$ cat src/rtl/icache_pkg.sv
// Shared instruction-cache definitions: geometry and refill FSM encoding.
package icache_pkg;

  localparam int ADDR_WIDTH     = 16;
  localparam int INDEX_BITS     = 6;
  localparam int MEM_DATA_WIDTH = 320;
  localparam int WORD_WIDTH     = 20;
  localparam int B_OFFSET_BITS  = 4;

  typedef enum logic [2:0] {
    S_IDLE    = 3'd0,
    S_REQ     = 3'd1,
    S_WAIT    = 3'd2,
    S_FILL    = 3'd3,
    S_DELIVER = 3'd4,
    S_DRAIN   = 3'd5
  } refill_state_e;

endpackage

$ cat src/rtl/missed_word_driver.sv
// Selects the critical word out of a refill block by word offset.
module missed_word_driver #(
  parameter int MEM_DATA_WIDTH = 320,
  parameter int WORD_WIDTH     = 20,
  parameter int B_OFFSET_BITS  = 4
) (
  input  logic                      i_valid,
  input  logic [MEM_DATA_WIDTH-1:0] i_block,
  input  logic [B_OFFSET_BITS-1:0]  i_offset,
  output logic                      o_valid,
  output logic [WORD_WIDTH-1:0]     o_word
);

  localparam int NWORDS = MEM_DATA_WIDTH / WORD_WIDTH;

  logic [NWORDS-1:0][WORD_WIDTH-1:0] words;

  // Word 0 lives in the least-significant slice of the block.
  for (genvar w = 0; w < NWORDS; w++) begin : g_word
    assign words[w] = i_block[w*WORD_WIDTH +: WORD_WIDTH];
  end

  // Word mux; data is driven regardless of valid so it stays stable while held.
  always_comb begin
    o_valid = i_valid;
    o_word  = words[i_offset];
  end

endmodule

$ cat src/rtl/miss_refill_controller.sv
// Single-outstanding I-cache miss refill: request block, fill arrays, hand the
// critical word to the core, and absorb flushes without corrupting the cache.
module miss_refill_controller #(
  parameter int ADDR_WIDTH     = icache_pkg::ADDR_WIDTH,
  parameter int INDEX_BITS     = icache_pkg::INDEX_BITS,
  parameter int MEM_DATA_WIDTH = icache_pkg::MEM_DATA_WIDTH,
  parameter int WORD_WIDTH     = icache_pkg::WORD_WIDTH,
  parameter int B_OFFSET_BITS  = icache_pkg::B_OFFSET_BITS
) (
  input  logic                                        i_clk,
  input  logic                                        i_rst,
  input  logic                                        i_miss_valid,
  input  logic [ADDR_WIDTH-1:0]                       i_miss_addr,
  output logic                                        o_miss_ready,
  output logic                                        o_mem_req_valid,
  output logic [ADDR_WIDTH-1:0]                       o_mem_req_addr,
  input  logic                                        i_mem_req_ready,
  input  logic                                        i_mem_rsp_valid,
  input  logic [MEM_DATA_WIDTH-1:0]                   i_mem_rsp_data,
  output logic                                        o_fill_valid,
  output logic [INDEX_BITS-1:0]                       o_fill_index,
  output logic [ADDR_WIDTH-INDEX_BITS-B_OFFSET_BITS-1:0] o_fill_tag,
  output logic [MEM_DATA_WIDTH-1:0]                   o_fill_data,
  output logic                                        o_word_valid,
  output logic [WORD_WIDTH-1:0]                       o_word,
  input  logic                                        i_word_ready,
  input  logic                                        i_flush,
  output logic                                        o_busy
);

  import icache_pkg::*;

  refill_state_e               state_q, state_d;
  logic [ADDR_WIDTH-1:0]       addr_q, addr_d;
  logic [MEM_DATA_WIDTH-1:0]   block_q, block_d;
  logic                        word_en;

  // State and data registers; reset abandons any miss in flight.
  always_ff @(posedge i_clk or posedge i_rst) begin
    if (i_rst) begin
      state_q <= S_IDLE;
      addr_q  <= '0;
      block_q <= '0;
    end else begin
      state_q <= state_d;
      addr_q  <= addr_d;
      block_q <= block_d;
    end
  end

  // Next-state and handshake outputs.
  always_comb begin
    state_d         = state_q;
    addr_d          = addr_q;
    block_d         = block_q;
    o_miss_ready    = 1'b0;
    o_mem_req_valid = 1'b0;
    o_fill_valid    = 1'b0;
    word_en         = 1'b0;
    unique case (state_q)
      S_IDLE: begin
        o_miss_ready = 1'b1;
        if (i_miss_valid) begin
          addr_d  = i_miss_addr;
          state_d = S_REQ;
        end
      end
      S_REQ: begin
        o_mem_req_valid = 1'b1;
        // A flush after the request was accepted still owes us a response.
        if (i_flush)              state_d = i_mem_req_ready ? S_DRAIN : S_IDLE;
        else if (i_mem_req_ready) state_d = S_WAIT;
      end
      S_WAIT: begin
        if (i_flush) begin
          state_d = i_mem_rsp_valid ? S_IDLE : S_DRAIN;
        end else if (i_mem_rsp_valid) begin
          block_d = i_mem_rsp_data;
          state_d = S_FILL;
        end
      end
      S_FILL: begin
        // The block is good even if the core redirected, so the fill commits.
        o_fill_valid = 1'b1;
        word_en      = !i_flush;
        state_d      = (i_flush || i_word_ready) ? S_IDLE : S_DELIVER;
      end
      S_DELIVER: begin
        word_en = !i_flush;
        if (i_flush || i_word_ready) state_d = S_IDLE;
      end
      S_DRAIN: begin
        if (i_mem_rsp_valid) state_d = S_IDLE;
      end
      default: state_d = S_IDLE;
    endcase
  end

  assign o_busy         = (state_q != S_IDLE);
  assign o_mem_req_addr = {addr_q[ADDR_WIDTH-1:B_OFFSET_BITS], {B_OFFSET_BITS{1'b0}}};
  assign o_fill_index   = addr_q[INDEX_BITS+B_OFFSET_BITS-1:B_OFFSET_BITS];
  assign o_fill_tag     = addr_q[ADDR_WIDTH-1:INDEX_BITS+B_OFFSET_BITS];
  assign o_fill_data    = block_q;

  missed_word_driver #(
    .MEM_DATA_WIDTH (MEM_DATA_WIDTH),
    .WORD_WIDTH     (WORD_WIDTH),
    .B_OFFSET_BITS  (B_OFFSET_BITS)
  ) u_word_drv (
    .i_valid  (word_en),
    .i_block  (block_q),
    .i_offset (addr_q[B_OFFSET_BITS-1:0]),
    .o_valid  (o_word_valid),
    .o_word   (o_word)
  );

endmodule

$ cat config.mk
export PLATFORM = sky130hd
export DESIGN_NAME = miss_refill_controller
export DESIGN_NICKNAME = d
export VERILOG_FILES = /design/src/rtl/icache_pkg.sv /design/src/rtl/missed_word_driver.sv /design/src/rtl/miss_refill_controller.sv
export SDC_FILE = /design/constraint.sdc
export NUM_CORES = 1
export LEC_CHECK = 0
export CAP_MARGIN = 20
export CORE_AREA = 2 2 280 282
export CTS_BUF_LIST = sky130_fd_sc_hd__clkbuf_8
export DETAILED_ROUTE_END_ITERATION = 16
export DIE_AREA = 0 0 282 284
export PLACE_DENSITY = 0.58
export SYNTH_ARGS = -nofsm -noshare
export SYNTH_HDL_FRONTEND = slang
export SYNTH_SLANG_ARGS = --single-unit
$ cat constraint.sdc
create_clock -name i_clk -period 14.4 [get_ports i_clk]
set_clock_uncertainty 0.05 [all_clocks]
set_input_delay 2.88 -clock i_clk [delete_from_list [all_inputs] [get_ports i_clk]]
set_output_delay 2.88 -clock i_clk [all_outputs]
set_load 0.03 [all_outputs]
==> results.sh <==
export IMPL_path_clk_slew_ns=0.06
export IMPL_area_delta_synth_final_pct=56.08
export IMPL_post_cts_resized=0
export IMPL_cap_viol_max_count=0
export IMPL_io_buffers=711
export IMPL_worstSetupEndpoint="o_word_valid"
export IMPL_setup_viol=0
export IMPL_yosys_register_bits=339
export IMPL_hold_class="reg2reg"
export IMPL_worstSkewPairLatency_ns=0.63
export IMPL_regToRegSetupSlack_ns=10.78
export IMPL_setup_tns_ns=0
export IMPL_fin_ws_ns=7.037
export IMPL_syn_area_um2=16580
export IMPL_vias=11400
export IMPL_grt_overflow_total=0
export IMPL_clockBufferDepth=3
export IMPL_yosysWarnings=0
export IMPL_design_core_area_um2=76960
export IMPL_outcome="complete, no violations"
export IMPL_die_x_um=282
export IMPL_cts_setup_buffers=0
export IMPL_cp_num_buf_inv=2
export IMPL_viasPerCell=4.135
export IMPL_worstReg2RegEnd="o_fill_data[217]"
export IMPL_min_period_over_period=0.5113
export IMPL_seq_area_frac_synth=0.5117
export IMPL_hold_violations=0
export IMPL_path_delay_family="buffers and inverters"
export IMPL_drc=0
export IMPL_start_util=0.2154
export IMPL_dpl_worst_slack_ns=7.037
export IMPL_clockRootBuffer="clkbuf_8"
export IMPL_synth_cells=954
export IMPL_crit_path_cell_trace="clkdlybuf4s50_1 -> nor2_1 -> clkdlybuf4s50_1"
export IMPL_row_count=102
export IMPL_arrival_ns=4.43
export IMPL_max_stage_delay_ns=0.70
export IMPL_cp_depth=3
export IMPL_rsz0062_at_grt="false"
export IMPL_synth_cell_types=31
export IMPL_finalMaxSlewViolations=0
export IMPL_async_flop_share=1.000
export IMPL_cp_slowest_cell="clkdlybuf4s50_1"
export IMPL_slew_headroom=0.2331
export IMPL_die_h_um=284
export IMPL_cp_common_cell="clkdlybuf4s50_1"
export IMPL_ir_worst_vdd_mv=0.1166
export IMPL_ant_nets=0
export IMPL_crit_fanout=11
export IMPL_total_power_w=0.006413
export IMPL_firstDrtPassIters=4
export IMPL_critPathLaunch="i_flush"
export IMPL_wl_per_cell_um=22.62
export IMPL_worst_pin_slew_ns=1.150
export IMPL_power_density_nw_per_um2=247.9
export IMPL_cp_required_ns=11.47
export IMPL_htreeDepth=3
export IMPL_drive_gt1_frac=0.3147
export IMPL_drt_iter0_drc=409
export IMPL_critPathKind="in2out"
export IMPL_die_area_um2=80090
export IMPL_cts_hold_buf=0
export IMPL_rr_startpoint="state_q[1]"
export IMPL_cts_tree="built"
export IMPL_synth_flop_cell="dfrtp_1"
export IMPL_grt_pass1_wl_mm=88.49
export IMPL_grt_max_degree=114
export IMPL_grt_pass1_vias=12440
export IMPL_fin_nets=2005
export IMPL_dp_hpwl_mm=46.18
export IMPL_synth_edff_count=0
export IMPL_cts_inserted_buffers=69
export IMPL_period_needed_ns=7.363
export IMPL_leakage_nw=11.90
export IMPL_syn_area_per_cell_um2=17.38
export IMPL_gp_congestion=0.8238
export IMPL_timing_critical_path_from_type="input pin"
export IMPL_reg2reg_depth=5
export IMPL_cts_sinks=339
export IMPL_grt_total_usage=0.1512
export IMPL_antenna_found_initial=3
export IMPL_fmax_mhz=135.8
export IMPL_num_io_pins=716
export IMPL_crit_path_end_kind="primary output"
export IMPL_wl_mm=62.33
-- registers in the layout, indices dropped and copies added (netlist names) --
name         count
state_q          3
addr_q          16
o_fill_data    320
-- cell usage after synthesis, types with 2 or more instances --
library cell	count	area share
dfrtp_1	339	0.51
mux2_4	300	0.27
mux4_2	80	0.11
a22oi_1	41	0.019
mux2_2	36	0.024
buf_6	33	0.022
buf_4	31	0.014
clkbuf_1	21	0.0048
nand2_1	21	0.0048
buf_2	10	0.0030
nor2b_1	7	0.0026
nor2_1	5	0.0011
o21ai_0	5	0.0015
and2_1	3	0.0011
inv_1	3	0.00068
a21oi_1	2	0.00060
nand2b_1	2	0.00075
nor3_1	2	0.00060
-- layout make-up --
type	instances	area, µm²
Fill cell	7553	51080
Sequential cell	339	8491
Multi-Input combinational cell	520	7383
Timing Repair Buffer	729	7284
Tap cell	1040	1301
Clock buffer	88	1211
Clock inverter	34	177.7
Inverter	3	18.77
Antenna cell	3	7.507
-- worst min path at each step --
stage / startpoint / to / slack, ns / cells past startpoint
finish: o_fill_data[130] / o_fill_data[130] / 0.48 / 1
detailed placement: o_fill_data[143] / o_fill_data[143] / 0.46 / 1
global placement: addr_q[8] / addr_q[8] / 0.46 / 1
CTS: addr_q[5] / addr_q[5] / 0.48 / 1
floorplan: addr_q[15] / addr_q[15] / 0.46 / 1
global route: o_fill_data[48] / o_fill_data[48] / 0.50 / 1
-- layout by cell type, fill, tap and decap left out, drive strengths merged --
master	netlist	routed
a31oi	1	1
clkinvlp	0	2
bufinv	0	1
nand2	22	22
conb	1	4
nand2b	2	2
mux2	336	336
and2	3	3
or3	1	1
a21o	1	1
clkdlybuf4s50	0	711
a21oi	2	2
clkinv	0	1
a32o	1	1
nor3	2	2
diode	0	3
mux4	80	80
a221o	1	1
nor2b	7	7
or3b	1	1
or2	1	1
and3b	1	1
a22oi	41	41
nor3b	1	1
nor4b	1	1
dfrtp	339	339
buf	74	18
clkbuf	21	88
o21ai	5	5
inv	3	33
nor2	5	5
a32oi	1	1
-- stage by stage --
| stage | hold WS, ns | utilization | cells | cell area, µm² |
|---|---|---|---|---|
| final | 0.4797 | 0.3362 | 2756 | 25870 |
| after global routing | 0.4984 | 0.3362 | 2755 | 25870 |
| after CTS | 0.4805 | 0.3358 | 2752 | 25840 |
| after detailed placement | 0.4644 | 0.3177 | 2630 | 24450 |
| after global placement | 0.4625 | 0.3177 | 2630 | 24450 |
| after floorplan | 0.4558 | - | 957 | 16590 |
-- per-layer routing --
metal | vias up | part of all wire | GRT usage
met5 | - | 0.00019 | 0
li1 | 4962 | - | -
met2 | 468 | 0.48 | 0.2444
met3 | 122 | 0.068 | 0.03828
met4 | 2 | 0.032 | 0.06037
met1 | 5842 | 0.42 | 0.1921
-- where the power goes --
group          internal, W  switching [W]
Sequential         0.00138       0.000434
Clock             0.000566       0.000453
Combinational      0.00176        0.00183
Total              0.00370        0.00271
-- worst reg2reg max path, cell delays in order, from the launching register on --
cell and delay [ns]:
dfrtp_1 0.51, nor4b_4 0.22, nand2_8 0.40, buf_4 0.94
buf_12 0.78, mux2_4 0.60
-- cell families after synthesis --
kind of cell / count (synthesis) / synth area share
AO/OA/AOI/OAI: 53 / 0.02325
flip-flops: 339 / 0.5117
multiplexers: 416 / 0.4048
AND/OR/NAND/NOR: 47 / 0.01510
other: 1 / 0.0002262
buffers and inverters: 98 / 0.04491
(Power assumes the default switching activity.)
